File: src/rtl/calc_sequencer.sv
// Keyboard calculator sequencer: key events -> operand entry, ALU launch, result write.
// All outputs registered (strobes one cycle after the causing edge); no backpressure, keys outside entry states are dropped.
module calc_sequencer #(
  parameter int MAX_DIGITS = 9,
  parameter int ADDR_W     = 4,
  parameter int TIMEOUT    = 1024
) (
  input  logic              clk,
  input  logic              reset,
  input  logic              key_valid,
  input  logic [7:0]        key_code,
  output logic              opa_en,
  output logic              opb_en,
  output logic              opa_clr,
  output logic              opb_clr,
  output logic [3:0]        digit,
  output logic [3:0]        op_sel,
  output logic              alu_start,
  input  logic              alu_done,
  input  logic [31:0]       alu_result,
  output logic              mem_wr,
  output logic [ADDR_W-1:0] mem_addr,
  output logic [31:0]       mem_wdata,
  output logic              result_valid,
  output logic              err,
  output logic [2:0]        state
);

  typedef enum logic [2:0] {
    ENTRY_A = 3'd0, ENTRY_B = 3'd1, START = 3'd2, WAIT = 3'd3, WRITE = 3'd4, SHOW = 3'd5
  } state_t;

  localparam int CW = $clog2(MAX_DIGITS + 1);
  localparam int TW = $clog2(TIMEOUT + 1);
  localparam logic [CW-1:0] CNT_MAX   = CW'(MAX_DIGITS);
  localparam logic [TW-1:0] WAIT_LAST = TW'(TIMEOUT - 1);

  state_t cur_state, nxt_state;
  logic [CW-1:0] cnt_a, cnt_b, cnt_a_nxt, cnt_b_nxt;
  logic [TW-1:0] wait_cnt, wait_cnt_nxt;
  logic opa_en_nxt, opb_en_nxt, opa_clr_nxt, opb_clr_nxt, alu_start_nxt, mem_wr_nxt;
  logic result_valid_nxt, err_nxt, clear, timeout;
  logic [3:0] digit_nxt, op_sel_nxt;
  logic [ADDR_W-1:0] mem_addr_nxt;
  logic [31:0] mem_wdata_nxt;

  logic is_digit, is_op, is_unary, is_enter, is_esc;
  logic [3:0] dig_val, op_val;

  always_comb begin
    is_digit = 1'b1;
    dig_val  = 4'd0;
    case (key_code)
      8'h45: dig_val = 4'd0;
      8'h16: dig_val = 4'd1;
      8'h1E: dig_val = 4'd2;
      8'h26: dig_val = 4'd3;
      8'h25: dig_val = 4'd4;
      8'h2E: dig_val = 4'd5;
      8'h36: dig_val = 4'd6;
      8'h3D: dig_val = 4'd7;
      8'h3E: dig_val = 4'd8;
      8'h46: dig_val = 4'd9;
      default: is_digit = 1'b0;
    endcase
    is_op  = 1'b1;
    op_val = 4'd0;
    case (key_code)
      8'h15: op_val = 4'd0;
      8'h1D: op_val = 4'd1;
      8'h24: op_val = 4'd2;
      8'h2D: op_val = 4'd3;
      8'h2C: op_val = 4'd4;
      8'h35: op_val = 4'd5;
      8'h3C: op_val = 4'd6;
      8'h43: op_val = 4'd7;
      8'h44: op_val = 4'd8;
      8'h4D: op_val = 4'd9;
      8'h1C: op_val = 4'd10;
      8'h1B: op_val = 4'd11;
      8'h23: op_val = 4'd12;
      default: is_op = 1'b0;
    endcase
    // sen, cos and not take a single operand and skip B entry
    is_unary = is_op && (op_val == 4'd4 || op_val == 4'd5 || op_val == 4'd8);
    is_enter = (key_code == 8'h5A);
    is_esc   = (key_code == 8'h76);
  end

  always_comb begin
    nxt_state        = cur_state;
    opa_en_nxt       = 1'b0;
    opb_en_nxt       = 1'b0;
    opa_clr_nxt      = 1'b0;
    opb_clr_nxt      = 1'b0;
    alu_start_nxt    = 1'b0;
    mem_wr_nxt       = 1'b0;
    result_valid_nxt = 1'b0;
    digit_nxt        = digit;
    op_sel_nxt       = op_sel;
    mem_addr_nxt     = mem_addr;
    mem_wdata_nxt    = mem_wdata;
    err_nxt          = err;
    cnt_a_nxt        = cnt_a;
    cnt_b_nxt        = cnt_b;
    wait_cnt_nxt     = '0;
    clear            = 1'b0;
    timeout          = 1'b0;
    case (cur_state)
      ENTRY_A: if (key_valid) begin
        if (is_esc) clear = 1'b1;
        else if (is_digit) begin
          if (cnt_a < CNT_MAX) begin
            opa_en_nxt = 1'b1;
            digit_nxt  = dig_val;
            cnt_a_nxt  = cnt_a + 1'b1;
          end
        end else if (is_op && cnt_a != '0) begin
          op_sel_nxt = op_val;
          if (is_unary) begin
            nxt_state     = START;
            alu_start_nxt = 1'b1;
          end else nxt_state = ENTRY_B;
        end
      end
      ENTRY_B: if (key_valid) begin
        if (is_esc) clear = 1'b1;
        else if (is_digit) begin
          if (cnt_b < CNT_MAX) begin
            opb_en_nxt = 1'b1;
            digit_nxt  = dig_val;
            cnt_b_nxt  = cnt_b + 1'b1;
          end
        end else if (is_op && cnt_b == '0) begin
          op_sel_nxt = op_val;
          if (is_unary) begin
            nxt_state     = START;
            alu_start_nxt = 1'b1;
          end
        end else if (is_enter && cnt_b != '0) begin
          nxt_state     = START;
          alu_start_nxt = 1'b1;
        end
      end
      START: nxt_state = WAIT;
      WAIT: begin
        // escape beats a simultaneous alu_done so nothing is written
        if (key_valid && is_esc) clear = 1'b1;
        else if (alu_done) begin
          mem_wdata_nxt = alu_result;
          mem_wr_nxt    = 1'b1;
          nxt_state     = WRITE;
        end else if (wait_cnt == WAIT_LAST) begin
          clear   = 1'b1;
          timeout = 1'b1;
        end else wait_cnt_nxt = wait_cnt + 1'b1;
      end
      WRITE: begin
        nxt_state        = SHOW;
        result_valid_nxt = 1'b1;
        mem_addr_nxt     = mem_addr + 1'b1;
      end
      SHOW: begin
        if (key_valid && (is_enter || is_esc)) clear = 1'b1;
        else result_valid_nxt = 1'b1;
      end
      default: nxt_state = ENTRY_A;
    endcase
    if (clear) begin
      nxt_state   = ENTRY_A;
      opa_clr_nxt = 1'b1;
      opb_clr_nxt = 1'b1;
      cnt_a_nxt   = '0;
      cnt_b_nxt   = '0;
      err_nxt     = timeout;
    end
  end

  always_ff @(posedge clk) begin
    if (reset) begin
      cur_state    <= ENTRY_A;
      opa_en       <= 1'b0;
      opb_en       <= 1'b0;
      opa_clr      <= 1'b0;
      opb_clr      <= 1'b0;
      alu_start    <= 1'b0;
      mem_wr       <= 1'b0;
      result_valid <= 1'b0;
      digit        <= 4'd0;
      op_sel       <= 4'd0;
      mem_addr     <= '0;
      mem_wdata    <= 32'd0;
      err          <= 1'b0;
      cnt_a        <= '0;
      cnt_b        <= '0;
      wait_cnt     <= '0;
    end else begin
      cur_state    <= nxt_state;
      opa_en       <= opa_en_nxt;
      opb_en       <= opb_en_nxt;
      opa_clr      <= opa_clr_nxt;
      opb_clr      <= opb_clr_nxt;
      alu_start    <= alu_start_nxt;
      mem_wr       <= mem_wr_nxt;
      result_valid <= result_valid_nxt;
      digit        <= digit_nxt;
      op_sel       <= op_sel_nxt;
      mem_addr     <= mem_addr_nxt;
      mem_wdata    <= mem_wdata_nxt;
      err          <= err_nxt;
      cnt_a        <= cnt_a_nxt;
      cnt_b        <= cnt_b_nxt;
      wait_cnt     <= wait_cnt_nxt;
    end
  end

  assign state = cur_state;

endmodule

File: config.mk
export PLATFORM = sky130hd
export DESIGN_NAME = calc_sequencer
export DESIGN_NICKNAME = d
export VERILOG_FILES = /design/src/rtl/calc_sequencer.sv
export SDC_FILE = /design/constraint.sdc
export NUM_CORES = 1
export LEC_CHECK = 0
export CORE_UTILIZATION = 41
export CTS_BUF_LIST = sky130_fd_sc_hd__clkbuf_4
export CTS_CLUSTER_SIZE = 12
export DETAILED_ROUTE_END_ITERATION = 12
export GPL_ROUTABILITY_DRIVEN = 0
export PLACE_DENSITY = 0.75
export SYNTH_ARGS = -nofsm -noshare
export SYNTH_HDL_FRONTEND = slang
export SYNTH_SLANG_ARGS = --single-unit
File: constraint.sdc
create_clock -name clk -period 2.5 [get_ports clk]
set_clock_uncertainty 0.05 [all_clocks]
set_input_delay 0.25 -clock clk [delete_from_list [all_inputs] [get_ports clk]]
set_output_delay 0.25 -clock clk [all_outputs]
set_load 0.005 [all_outputs]
==> qor.yml <==
floorplan:
  ioPinCount: 99
  initial_utilization_pct: 43.0
  num_rows: 33
  dieArea_um2: 9120
  coreArea_um2: 8340
  fp.dieH_um: 95.5
  die_w_um: 95.5
synthesis:
  synth.most_common_cell: "nand2_1"
  synth-seq-area-share_pct: 40.8
  synth_ff_type: "dfxtp_1"
  synth_edf_count: 0
  netlist_area_um2: 3590
  synthArstFlopShare_pct: 0
  syn_inst: 452
  synth_top_area_share_pct: 40.8
  ys_top_cells_by_area: "dfxtp_1 41%, nand2_1 8.7%, a21oi_1 6.1%"
  synth.largest_area_cell: "dfxtp_1"
  synth_seq_cells: 73
  yosys_warnings: 0
  synth.avg_cell_area_um2: 7.93
  synth_common_cells: "83 x nand2_1, 73 x dfxtp_1, 54 x nor2_1"
  synth_cell_type_count: 55
  syn-num-nets: 503
routing:
  wl_per_cell_um: 13.8
  antenna_left: 0
  drt_iter0_drc: 152
  drt-pass1-iter-count: 6
  via_per_inst: 5.20
  drc: 0
  via_count: 3617
  wirelength_um: 9620
critical_path:
  cp_max_fo: 6
  crit_path_start_kind: "input pin"
  rr_worst_depth: 9
  critical_path_class: "input pin to flop"
  rr_startpoint: "cnt_a[0]"
  crit_path_end_kind: "flop"
  arrival_ns: 2.58
  rr_endpoint: "state[1]"
  cp_data_required_time_ns: 2.75
  r2r_setup_slack_ns: 0.49
hold_path:
  min_to: "mem_wdata[29]"
  hold_depth: 2
  hold_start: "reset"
  hold_class: "input pin to flop"
clocking:
  root_buffer: "clkbuf_4"
  clk_path_buf_depth: 2
  clk_pin_slew_worst_paths_ns: 0.13
  htreeDepth: 3
  cts_tree: "yes"
  cts_buffers: 9
  cts.sinks: 73
  hold_buffers: 0
  insertion_delay_ns: 0.41
outcome:
  status: "finished, final reports clean"
sta:
  max_slew_margin_pct: 64.9
  rsz0062_at_grt: "false"
  max_slew.worst_pin.slew_ns: 0.525
  final.min_clock_period_ns: 2.33
  maxSlewViolCount: 0
  finalCritPeriodShare_pct: 93.1
  max_freq_ghz: 0.430
  setup_violations: 0
  hold_viol: 0
  timing.setup.tns_ns: 0
  setup_slack_ns: 0.173
  hold_ws_ns: 0.208
pwr:
  p_leak_nw: 1.89
  peakVddDrop_uv: 377
  powerDensity_nw_per_um2: 446
placed_design:
  place_ws_ns: -0.329
  port_buffers: 98
  post-dp-hpwl_um: 7250
layout:
  area_growth_pct: 44.4
  antenna_cells: 0
  num-fill-cells: 730
  fin_nets: 636
  layout-drive-gt1-share_pct: 14.6
flow_run:
  maxCapViolCount: 0
global_routing:
  antenna_found_initial: 0
  track_usage_pct: 21.4
  grt_overflow_total: 0
  grt_pass1_wl_um: 15300
  grt_max_degree: 29
  grt_pass1_vias: 3305
-- state kept, by name (all words and copies together), names as in the netlist, 3 cells and up --
| signal | count |
|---|---|
| wait_cnt | 11 |
| mem_wdata | 32 |
| op_sel | 4 |
| digit | 4 |
| mem_addr | 4 |
| cnt_b | 4 |
| cnt_a | 4 |
| state | 3 |
-- routing by layer --
layer | global-route usage, % | wire length (um)
met2 | 37.1 | 4660
met3 | 6.54 | 857
met1 | 25.2 | 3970
met4 | 6.72 | 130
met5 | 0 | 0
-- area by class of cell --
class / instances / area [um^2] / share of cell area, %
Multi-Input combinational cell: 336 / 1950 / 37.6
Sequential cell: 73 / 1460 / 28.2
Timing Repair Buffer: 153 / 1430 / 27.5
Tap cell: 105 / 131 / 2.54
Clock inverter: 6 / 90.1 / 1.74
Clock buffer: 10 / 75.1 / 1.45
Inverter: 12 / 45.0 / 0.870
-- cells by family (layout without fill, tap and decap cells) --
kind of cell             count (synthesis)  after routing  share of synthesized area (%)
AND/OR/NAND/NOR                        210            210                           28.2
AO/OA/AOI/OAI                           88             88                           15.5
flip-flops                              73             73                           40.8
buffers and inverters                   43            181                           5.06
XOR/XNOR                                20             20                           4.88
multiplexers                            11             11                           3.24
adder cells (fa/ha/maj)                  7              7                           2.44
-- placed cells by master (no fill, tap or decap), types with 11 or more instances in the layout --
master and instances:
nand3_1 13, clkdlybuf4s50_1 97, buf_4 52, nand2_1 83, a21oi_1 44, dfxtp_1 73
o21ai_0 16, nor2_1 54, xor2_1 11, inv_1 12, nand4_1 11
-- repair_timing --
action	4_1_cts	5_1_grt
endpoints found under the hold margin	0	0
buffers inserted	0	0
setup endpoints to repair	0	5
resized for setup	0	1
-- how the worst max path moves through the flow --
| stage | start | depth (start not counted) | slack, ns | to |
|---|---|---|---|---|
| after global placement | key_code[4] | 8 | -0.14 | digit[0] |
| after floorplan | key_code[7] | 9 | 0.39 | digit[0] |
| after global routing | key_code[4] | 8 | 0.08 | digit[1] |
| after detailed placement | key_code[4] | 9 | -0.33 | state[1] |
| after CTS | key_code[4] | 9 | 0.1 | state[1] |
| final | key_code[4] | 8 | 0.17 | digit[0] |
-- metrics by stage --
stage	utilization, %	std cells	total power, mW	cell area, um^2
6_report	62.1	695	2.31	5180
5_1_grt	62.1	695	2.41	5180
4_1_cts	62.0	695	2.33	5170
3_5_place_dp	60.0	679	1.48	5010
3_3_place_gp	60.0	679	1.48	5010
2_1_floorplan	-	452	1.33	3590
-- critical path: stages --
cell and delay [ns]:
clkdlybuf4s50_1 0.53, or4b_4 0.61, a211oi_2 0.22, a41oi_1 0.10, a21oi_1 0.24, and3_1 0.36, mux2i_1 0.23, nor2_1 0.05
-- power by group --
part,switching [mW],leakage [nW],internal [mW]
Clock,0.425,0.0870,0.420
Combinational,0.129,1.21,0.154
Sequential,0.0129,0.588,1.17
No activity file was read; power rests on OpenSTA's default activity.
